<file path="src/rtl/instruction_fetch_unit_pkg.sv">
// Shared fetch/decode definitions: widths, instruction field positions, opcodes, register names,
// and the fetch FSM encoding (S_NOP_WAIT only exists when FETCH_NOP_DELAY_EN is defined).
package instruction_fetch_unit_pkg;

  localparam int unsigned ADDR_W  = 16;
  localparam int unsigned INSTR_W = 28;
  localparam int unsigned OP_W    = 4;
  localparam int unsigned FIELD_W = 8;
  localparam int unsigned DELAY_W = 24;

  localparam int unsigned OP_MSB   = 27;
  localparam int unsigned OP_LSB   = 24;
  localparam int unsigned DST_MSB  = 23;
  localparam int unsigned DST_LSB  = 16;
  localparam int unsigned SRC1_MSB = 15;
  localparam int unsigned SRC1_LSB = 8;
  localparam int unsigned SRC0_MSB = 7;
  localparam int unsigned SRC0_LSB = 0;
  localparam int unsigned IMM_MSB  = 15;
  localparam int unsigned IMM_LSB  = 0;

  localparam logic [OP_W-1:0] OP_NOP = 4'h0;
  localparam logic [OP_W-1:0] OP_STO = 4'h1;
  localparam logic [OP_W-1:0] OP_ADD = 4'h2;
  localparam logic [OP_W-1:0] OP_SUB = 4'h3;
  localparam logic [OP_W-1:0] OP_BLE = 4'h4;
  localparam logic [OP_W-1:0] OP_JMP = 4'h5;
  localparam logic [OP_W-1:0] OP_LED = 4'h6;

  localparam logic [FIELD_W-1:0] REG_R0  = 8'h00;
  localparam logic [FIELD_W-1:0] REG_R1  = 8'h01;
  localparam logic [FIELD_W-1:0] REG_R2  = 8'h02;
  localparam logic [FIELD_W-1:0] REG_R3  = 8'h03;
  localparam logic [FIELD_W-1:0] REG_LED = 8'hFF;

`ifdef FETCH_NOP_DELAY_EN
  typedef enum logic [1:0] {
    S_RESET    = 2'd0,
    S_RUN      = 2'd1,
    S_NOP_WAIT = 2'd2
  } fetch_state_e;
`else
  typedef enum logic [1:0] {
    S_RESET = 2'd0,
    S_RUN   = 2'd1
  } fetch_state_e;
`endif

  function automatic logic [OP_W-1:0] get_op(input logic [INSTR_W-1:0] word);
    return word[OP_MSB:OP_LSB];
  endfunction

endpackage

</file>
<file path="src/rtl/instruction_fetch_unit_program_counter.sv">
// Program counter: synchronous reset, load, hold, otherwise increment with modulo-2^16 wrap.
module instruction_fetch_unit_program_counter
  import instruction_fetch_unit_pkg::*;
(
  input  logic              i_clk,
  input  logic              i_rst,
  input  logic              i_load,
  input  logic [ADDR_W-1:0] i_load_value,
  input  logic              i_hold,
  output logic [ADDR_W-1:0] o_pc
);

  logic [ADDR_W-1:0] r_pc;

  always_ff @(posedge i_clk) begin
    if (i_rst) begin
      r_pc <= '0;
    end else if (i_load) begin
      r_pc <= i_load_value;
    end else if (!i_hold) begin
      r_pc <= r_pc + ADDR_W'(1);
    end
  end

  assign o_pc = r_pc;

endmodule

</file>
<file path="src/rtl/instruction_fetch_unit.sv">
// Fetch/decode front end: PC, instruction register and field split for execute.
// FETCH_NOP_DELAY_EN makes a NOP with nonzero IR[23:0] insert that many extra bubbles.
module instruction_fetch_unit
  import instruction_fetch_unit_pkg::*;
(
  input  logic        Clock,
  input  logic        Reset,
  output logic [15:0] oAddress,
  input  logic [27:0] iInstruction,
  input  logic        iStall,
  input  logic        iBranchTaken,
  input  logic [15:0] iBranchTarget,
  output logic        oValid,
  output logic [15:0] oPC,
  output logic [3:0]  oOperation,
  output logic [7:0]  oDestination,
  output logic [7:0]  oSource1,
  output logic [7:0]  oSource0,
  output logic [15:0] oImmediate
);

  fetch_state_e       r_state, w_state_next;
  logic [INSTR_W-1:0] r_ir, w_ir_next;
  logic               r_valid, w_valid_next;
  logic [ADDR_W-1:0]  r_ir_pc, w_ir_pc_next;
  logic [ADDR_W-1:0]  w_pc;
  logic               w_wait_active;

`ifdef FETCH_NOP_DELAY_EN
  logic [DELAY_W-1:0] r_delay, w_delay_next;
  assign w_wait_active = (r_state == S_NOP_WAIT);
`else
  assign w_wait_active = 1'b0;
`endif

  // A branch overrides both stall and NOP wait inside the PC's own load priority.
  instruction_fetch_unit_program_counter u_program_counter (
    .i_clk        (Clock),
    .i_rst        (Reset),
    .i_load       (iBranchTaken),
    .i_load_value (iBranchTarget),
    .i_hold       (iStall | w_wait_active),
    .o_pc         (w_pc)
  );

  always_ff @(posedge Clock) begin
    if (Reset) begin
      r_state <= S_RESET;
      r_ir    <= '0;
      r_valid <= 1'b0;
      r_ir_pc <= '0;
`ifdef FETCH_NOP_DELAY_EN
      r_delay <= '0;
`endif
    end else begin
      r_state <= w_state_next;
      r_ir    <= w_ir_next;
      r_valid <= w_valid_next;
      r_ir_pc <= w_ir_pc_next;
`ifdef FETCH_NOP_DELAY_EN
      r_delay <= w_delay_next;
`endif
    end
  end

  always_comb begin
    w_state_next = r_state;
    w_ir_next    = r_ir;
    w_valid_next = r_valid;
    w_ir_pc_next = r_ir_pc;
`ifdef FETCH_NOP_DELAY_EN
    w_delay_next = r_delay;
`endif
    if (iBranchTaken) begin
      w_state_next = S_RUN;
      w_ir_next    = '0;
      w_valid_next = 1'b0;
      w_ir_pc_next = '0;
`ifdef FETCH_NOP_DELAY_EN
      w_delay_next = '0;
`endif
    end else if (!iStall) begin
`ifdef FETCH_NOP_DELAY_EN
      if (r_state == S_NOP_WAIT) begin
        w_ir_next    = '0;
        w_valid_next = 1'b0;
        w_ir_pc_next = '0;
        w_delay_next = r_delay - DELAY_W'(1);
        if (r_delay == DELAY_W'(1)) begin
          w_state_next = S_RUN;
        end
      end else begin
`endif
        w_state_next = S_RUN;
        w_ir_next    = iInstruction;
        w_valid_next = 1'b1;
        w_ir_pc_next = w_pc;
`ifdef FETCH_NOP_DELAY_EN
        // The wait begins the cycle after the NOP itself lands in IR.
        if ((get_op(iInstruction) == OP_NOP) && (iInstruction[DELAY_W-1:0] != '0)) begin
          w_delay_next = iInstruction[DELAY_W-1:0];
          w_state_next = S_NOP_WAIT;
        end
      end
`endif
    end
  end

  assign oAddress     = w_pc;
  assign oValid       = r_valid;
  assign oPC          = r_ir_pc;
  assign oOperation   = r_ir[OP_MSB:OP_LSB];
  assign oDestination = r_ir[DST_MSB:DST_LSB];
  assign oSource1     = r_ir[SRC1_MSB:SRC1_LSB];
  assign oSource0     = r_ir[SRC0_MSB:SRC0_LSB];
  assign oImmediate   = r_ir[IMM_MSB:IMM_LSB];

endmodule

</file>
<file path="config.mk">
export PLATFORM = sky130hd
export DESIGN_NAME = instruction_fetch_unit
export DESIGN_NICKNAME = d
export VERILOG_FILES = /design/src/rtl/instruction_fetch_unit_pkg.sv /design/src/rtl/instruction_fetch_unit_program_counter.sv /design/src/rtl/instruction_fetch_unit.sv
export SDC_FILE = /design/constraint.sdc
export NUM_CORES = 1
export LEC_CHECK = 0
export ABC_AREA = 1
export CAP_MARGIN = 10
export CELL_PAD_IN_SITES_DETAIL_PLACEMENT = 1
export CELL_PAD_IN_SITES_GLOBAL_PLACEMENT = 2
export CORE_UTILIZATION = 35
export DETAILED_ROUTE_END_ITERATION = 10
export DONT_BUFFER_PORTS = 1
export GPL_TIMING_DRIVEN = 0
export PLACE_DENSITY = 0.83
export SYNTH_ARGS = -nofsm -noshare
export SYNTH_HDL_FRONTEND = slang
export SYNTH_SLANG_ARGS = --single-unit
export TNS_END_PERCENT = 5
</file>
<file path="constraint.sdc">
create_clock -name Clock -period 3.3 [get_ports Clock]
set_input_delay 0.825 -clock Clock [delete_from_list [all_inputs] [get_ports Clock]]
set_output_delay 0.825 -clock Clock [all_outputs]
set_load 0.02 [all_outputs]
</file>
Yosys cells after proc, flatten, opt, wreduce, memory -nomap -nowiden
Index checks and enable logic that the tools add are counted.
- bitwise operators: 0
- mux-type cells: 2
- order comparisons: 0
- shift-type cells: 0
- add/subtract/negate cells: 1
- equal/unequal tests: 1
- multiply operators: 0
- divide/modulo/power cells: 0
- reduce and logical (&&, ||, !) cells: 1
- operators with widths (operator ; count):
    $mux 16 ; 2
    $add 16x1->16 const B ; 1
    $ne 2x1->1 const B ; 1
    $reduce_or 2->1 ; 1
- logic and storage cells: 9
- memories: 0
- register bits: 61
- latch bits: 0
- memory bits (read-only): 0
- memory bits (writable): 0
- output and inout bits: 77
- input port bits: 48

Logic depth before layout (Yosys ltp)
- word-level depth: 3
- depth in mapped cells: 10

By module
Synthesis repeated with hierarchy kept, for this count alone.
- cells, all modules: 470
- area total of the unflattened synthesis: 3065.4 µm²
- modules (own cells, without submodules) (module ; area an instance (µm²) ; cells an instance ; instances ; sequential area each (µm²)):
    instruction_fetch_unit ; 1988.2 ; 298 ; 1 ; 900.9
    instruction_fetch_unit_program_counter ; 1077.3 ; 172 ; 1 ; 320.3

Worst setup path before layout
Ideal clock, no wire load.
- path kind: input to register
- from: input port iStall
- to: register u_program_counter.r_pc[14] (netlist: u_program_counter.o_pc[14])
- path buffers: 1
- slack: 1665 ps
- stages: 9
- arrival time: 1526 ps
- cells stage by stage: buf_6 > inv_2 > nand2_1 > nor3_1 > nand2_1 > nand2_1 > nand3_1 > nand2_1 > inv_1
- longest elaborated chain between the ends: 1
- ends and longest elaborated chain (item ; RTL line ; text):
    start: declaration ; instruction_fetch_unit.sv:10 ; input logic iStall,
    $ne 2x1->1 (no source line) ; -- ;
    end signal: assignment ; instruction_fetch_unit_program_counter.sv:19 ; r_pc <= i_load_value;
    end signal: assignment ; instruction_fetch_unit_program_counter.sv:21 ; r_pc <= r_pc + ADDR_W'(1);
    end: declaration ; instruction_fetch_unit_program_counter.sv:13 ; logic [ADDR_W-1:0] r_pc;
Every way passes these cells.
A chain may end at the register's enable or synchronous reset.

Worst setup path after layout
- from: register r_ir[11]
- to: output port oSource1[3]
- RTL lines (item ; RTL line ; text):
    start: declaration ; instruction_fetch_unit.sv:23 ; logic [INSTR_W-1:0] r_ir, w_ir_next;
    start signal: assignment ; instruction_fetch_unit.sv:57 ; r_ir <= w_ir_next;
    end: declaration ; instruction_fetch_unit.sv:17 ; output logic [7:0] oSource1,
No word-level cell between the ends.

==> flow_summary.yaml <==
clock_network:
  cts-resized-gates: 0
  holdBufCountCts: 0
  clock_path_buffers: 2
  clkSinkCount: 61
  cts_inserted_buffers: 9
  setup_buffers_after_cts: 0
  cts_max_level: 3
  tritoncts: "done"
  clk_root_buffer_cell: "clkbuf_8"
  cts.reportedPaths.clkPinSlew_ps: 70
  worst_skew_pair.late_latency_ps: 330
outcome:
  run_status: "finished clean"
floorplanning:
  die_w_um: 90.8
  design.die.area_um2: 8250
  placement_rows: 32
  floorplan.io_pins: 125
  start_util_pct: 35.9
  core-area_um2: 7690
  die_height_um: 90.8
timing:
  period_needed_ps: 1830
  setup-tns-final_ps: 0
  final.setup_skew_ps: 9.50
  rsz0062_at_grt: "false"
  final_hold_fails: 0
  worstMarginPinSlew_ps: 583
  setup-violations-final: 0
  max-slew-margin-rel_pct: 61.1
  maxSlewViolCount: 0
  maxClockFrequency_mhz: 546
  post-route-period-util_pct: 55.5
critical_path:
  cp-start-kind: "flop"
  crit_chain: "buf_4"
  timing.critical_path.slowest_stage_cell: "dfxtp_1"
  critical-path-max-stage-delay_ps: 470
  required_ps: 2470
  worst-setup-path-type: "reg2out"
  critical_path_buf_inv_count: 1
  endpoint_kind: "output port"
  worstPathArrival_ps: 1010
  crit_family: "flip-flops"
  worst_path_fanout_max: 3
grt:
  antenna_violations_before_repair: 0
  global_route_wire_length_before_repair_um: 12600
  number_of_global_route_vias_before_repair: 2394
  grt_start_max_net_pins: 11
  grt_util_all_layers_pct: 19.7
  grt_remaining_overflow: 0
finish:
  layout_commonest_cell: "nand2_1"
  fillCellCount: 981
  postLayoutCellArea_um2: 3110
  drive_gt1_share_pct: 19.5
  regArea_um2: 1220
  layout.cells.most_common_list: "108 x nand2_1, 61 x dfxtp_1, 40 x a21oi_1, 23 x nor2_1, 21 x inv_1"
  num-nets-final: 429
  num_antenna_cells: 0
  multi_input_comb_area_um2: 1190
  finalCoreUtilization_pct: 40.5
  syn_to_final_growth_pct: 12.7
routing:
  ant_nets: 0
  residual_drc: 0
  totalWireLength_um: 7940
  detail_route.iter0.violations: 34
  wl_per_cell_um: 16.3
  via_count: 2407
  viasPerCell: 4.95
  drt_first_pass_iters: 4
power:
  static-leakage-power_uw: 0.00122
  peakVddDrop_uv: 228
  fin_total_pwr_uw: 1740
  cellPowerDensity_nw_per_um2: 560
synthesis:
  synth_warnings: 0
  synth_nets: 418
  synthesis.area_per_instance_um2: 7.49
  synth_sequential_area_ratio_pct: 44.2
  ys_types: 27
  yosys_register_bits: 61
  postSynthCellCount: 369
  syn-cell-area_um2: 2760
placement:
  hpwl_um: 5980
  buffer_ports.inserted: 0
  gp_congestion: 0.804
  postPlaceCellArea_um2: 2890
run:
  timing.max_cap.violations: 0
hold_path:
  timing.hold.worst.class: "reg2reg"
-- through the flow --
| step | std cells | hold WS, ps | worst slack (ps) |
|---|---|---|---|
| after floorplan | 369 | 540 | 1660 |
| after global placement | 471 | 556 | 1490 |
| after detailed placement | 471 | 565 | 1450 |
| after global routing | 486 | 594 | 1380 |
| final | 486 | 570 | 1470 |
| after CTS | 486 | 576 | 1440 |
-- power by group --
| part | total (uW) | switching, uW | internal (uW) |
|---|---|---|---|
| clock network | 755 | 291 | 464 |
| logic | 151 | 99.1 | 51.9 |
| registers | 838 | 70.8 | 767 |
-- metal layers --
layer | vias to the layer above | track usage [%] | part of all wire [%]
met2 | 74 | 31.3 | 46
met3 | 8 | 7.07 | 8.1
met4 | 0 | 7.28 | 1.2
li1 | 1191 | - | -
met1 | 1134 | 24.6 | 45
met5 | - | 0 | 0
-- path summary, 6_finish.rpt --
path	startpoint	end	slack [ps]	cells after the start
worst min register to register	r_ir[19]$_SDFFE_PP0N_	r_ir[19]$_SDFFE_PP0N_	570	2
worst min-delay path	r_ir[19]$_SDFFE_PP0N_	r_ir[19]$_SDFFE_PP0N_	570	2
worst max-delay path	r_ir[11]$_SDFFE_PP0N_	oSource1[3]	1470	1
worst max register to register	u_program_counter.o_pc[1]$_SDFFE_PP0P_	u_program_counter.o_pc[14]$_SDFFE_PP0P_	1550	10
-- flip-flops by register name, summed over array words and instances, names as in the netlist --
| name | count |
|---|---|
| oPC | 16 |
| oValid | 1 |
| u_program_counter.o_pc | 16 |
| r_ir | 28 |
-- layout make-up --
cell class                 count  share of cell area, %
clock buffer                  12                   4.98
tap                          102                   4.10
buffer                        32                   7.19
sequential                    61                   39.2
inverter                      34                   4.18
multi-input combinational    242                   38.1
clock inverter                 3                   2.21
-- cells in the mapped netlist, drive strengths merged --
master	instances	share of area, %
clkinv	1	0.14
a21oi	50	10
a211oi	6	2.7
o21ai	24	4.3
dfxtp	61	44
nand3	16	3.1
ha	1	0.45
nor3	1	0.18
inv	33	4.6
xor2	4	1.3
buf	27	7.4
nand2	109	15
a31oi	2	0.45
o221ai	1	0.32
clkbuf	5	0.68
o31ai	1	0.27
nor2	27	4.4
-- kinds of logic after synthesis --
family | share of synthesized area, %
compound gates | 18.5
fa+ha+maj | 0.453
xor+xnor | 1.27
buf+inv | 12.8
simple gates | 22.7
flops | 44.2
(Power assumes the default switching activity.)
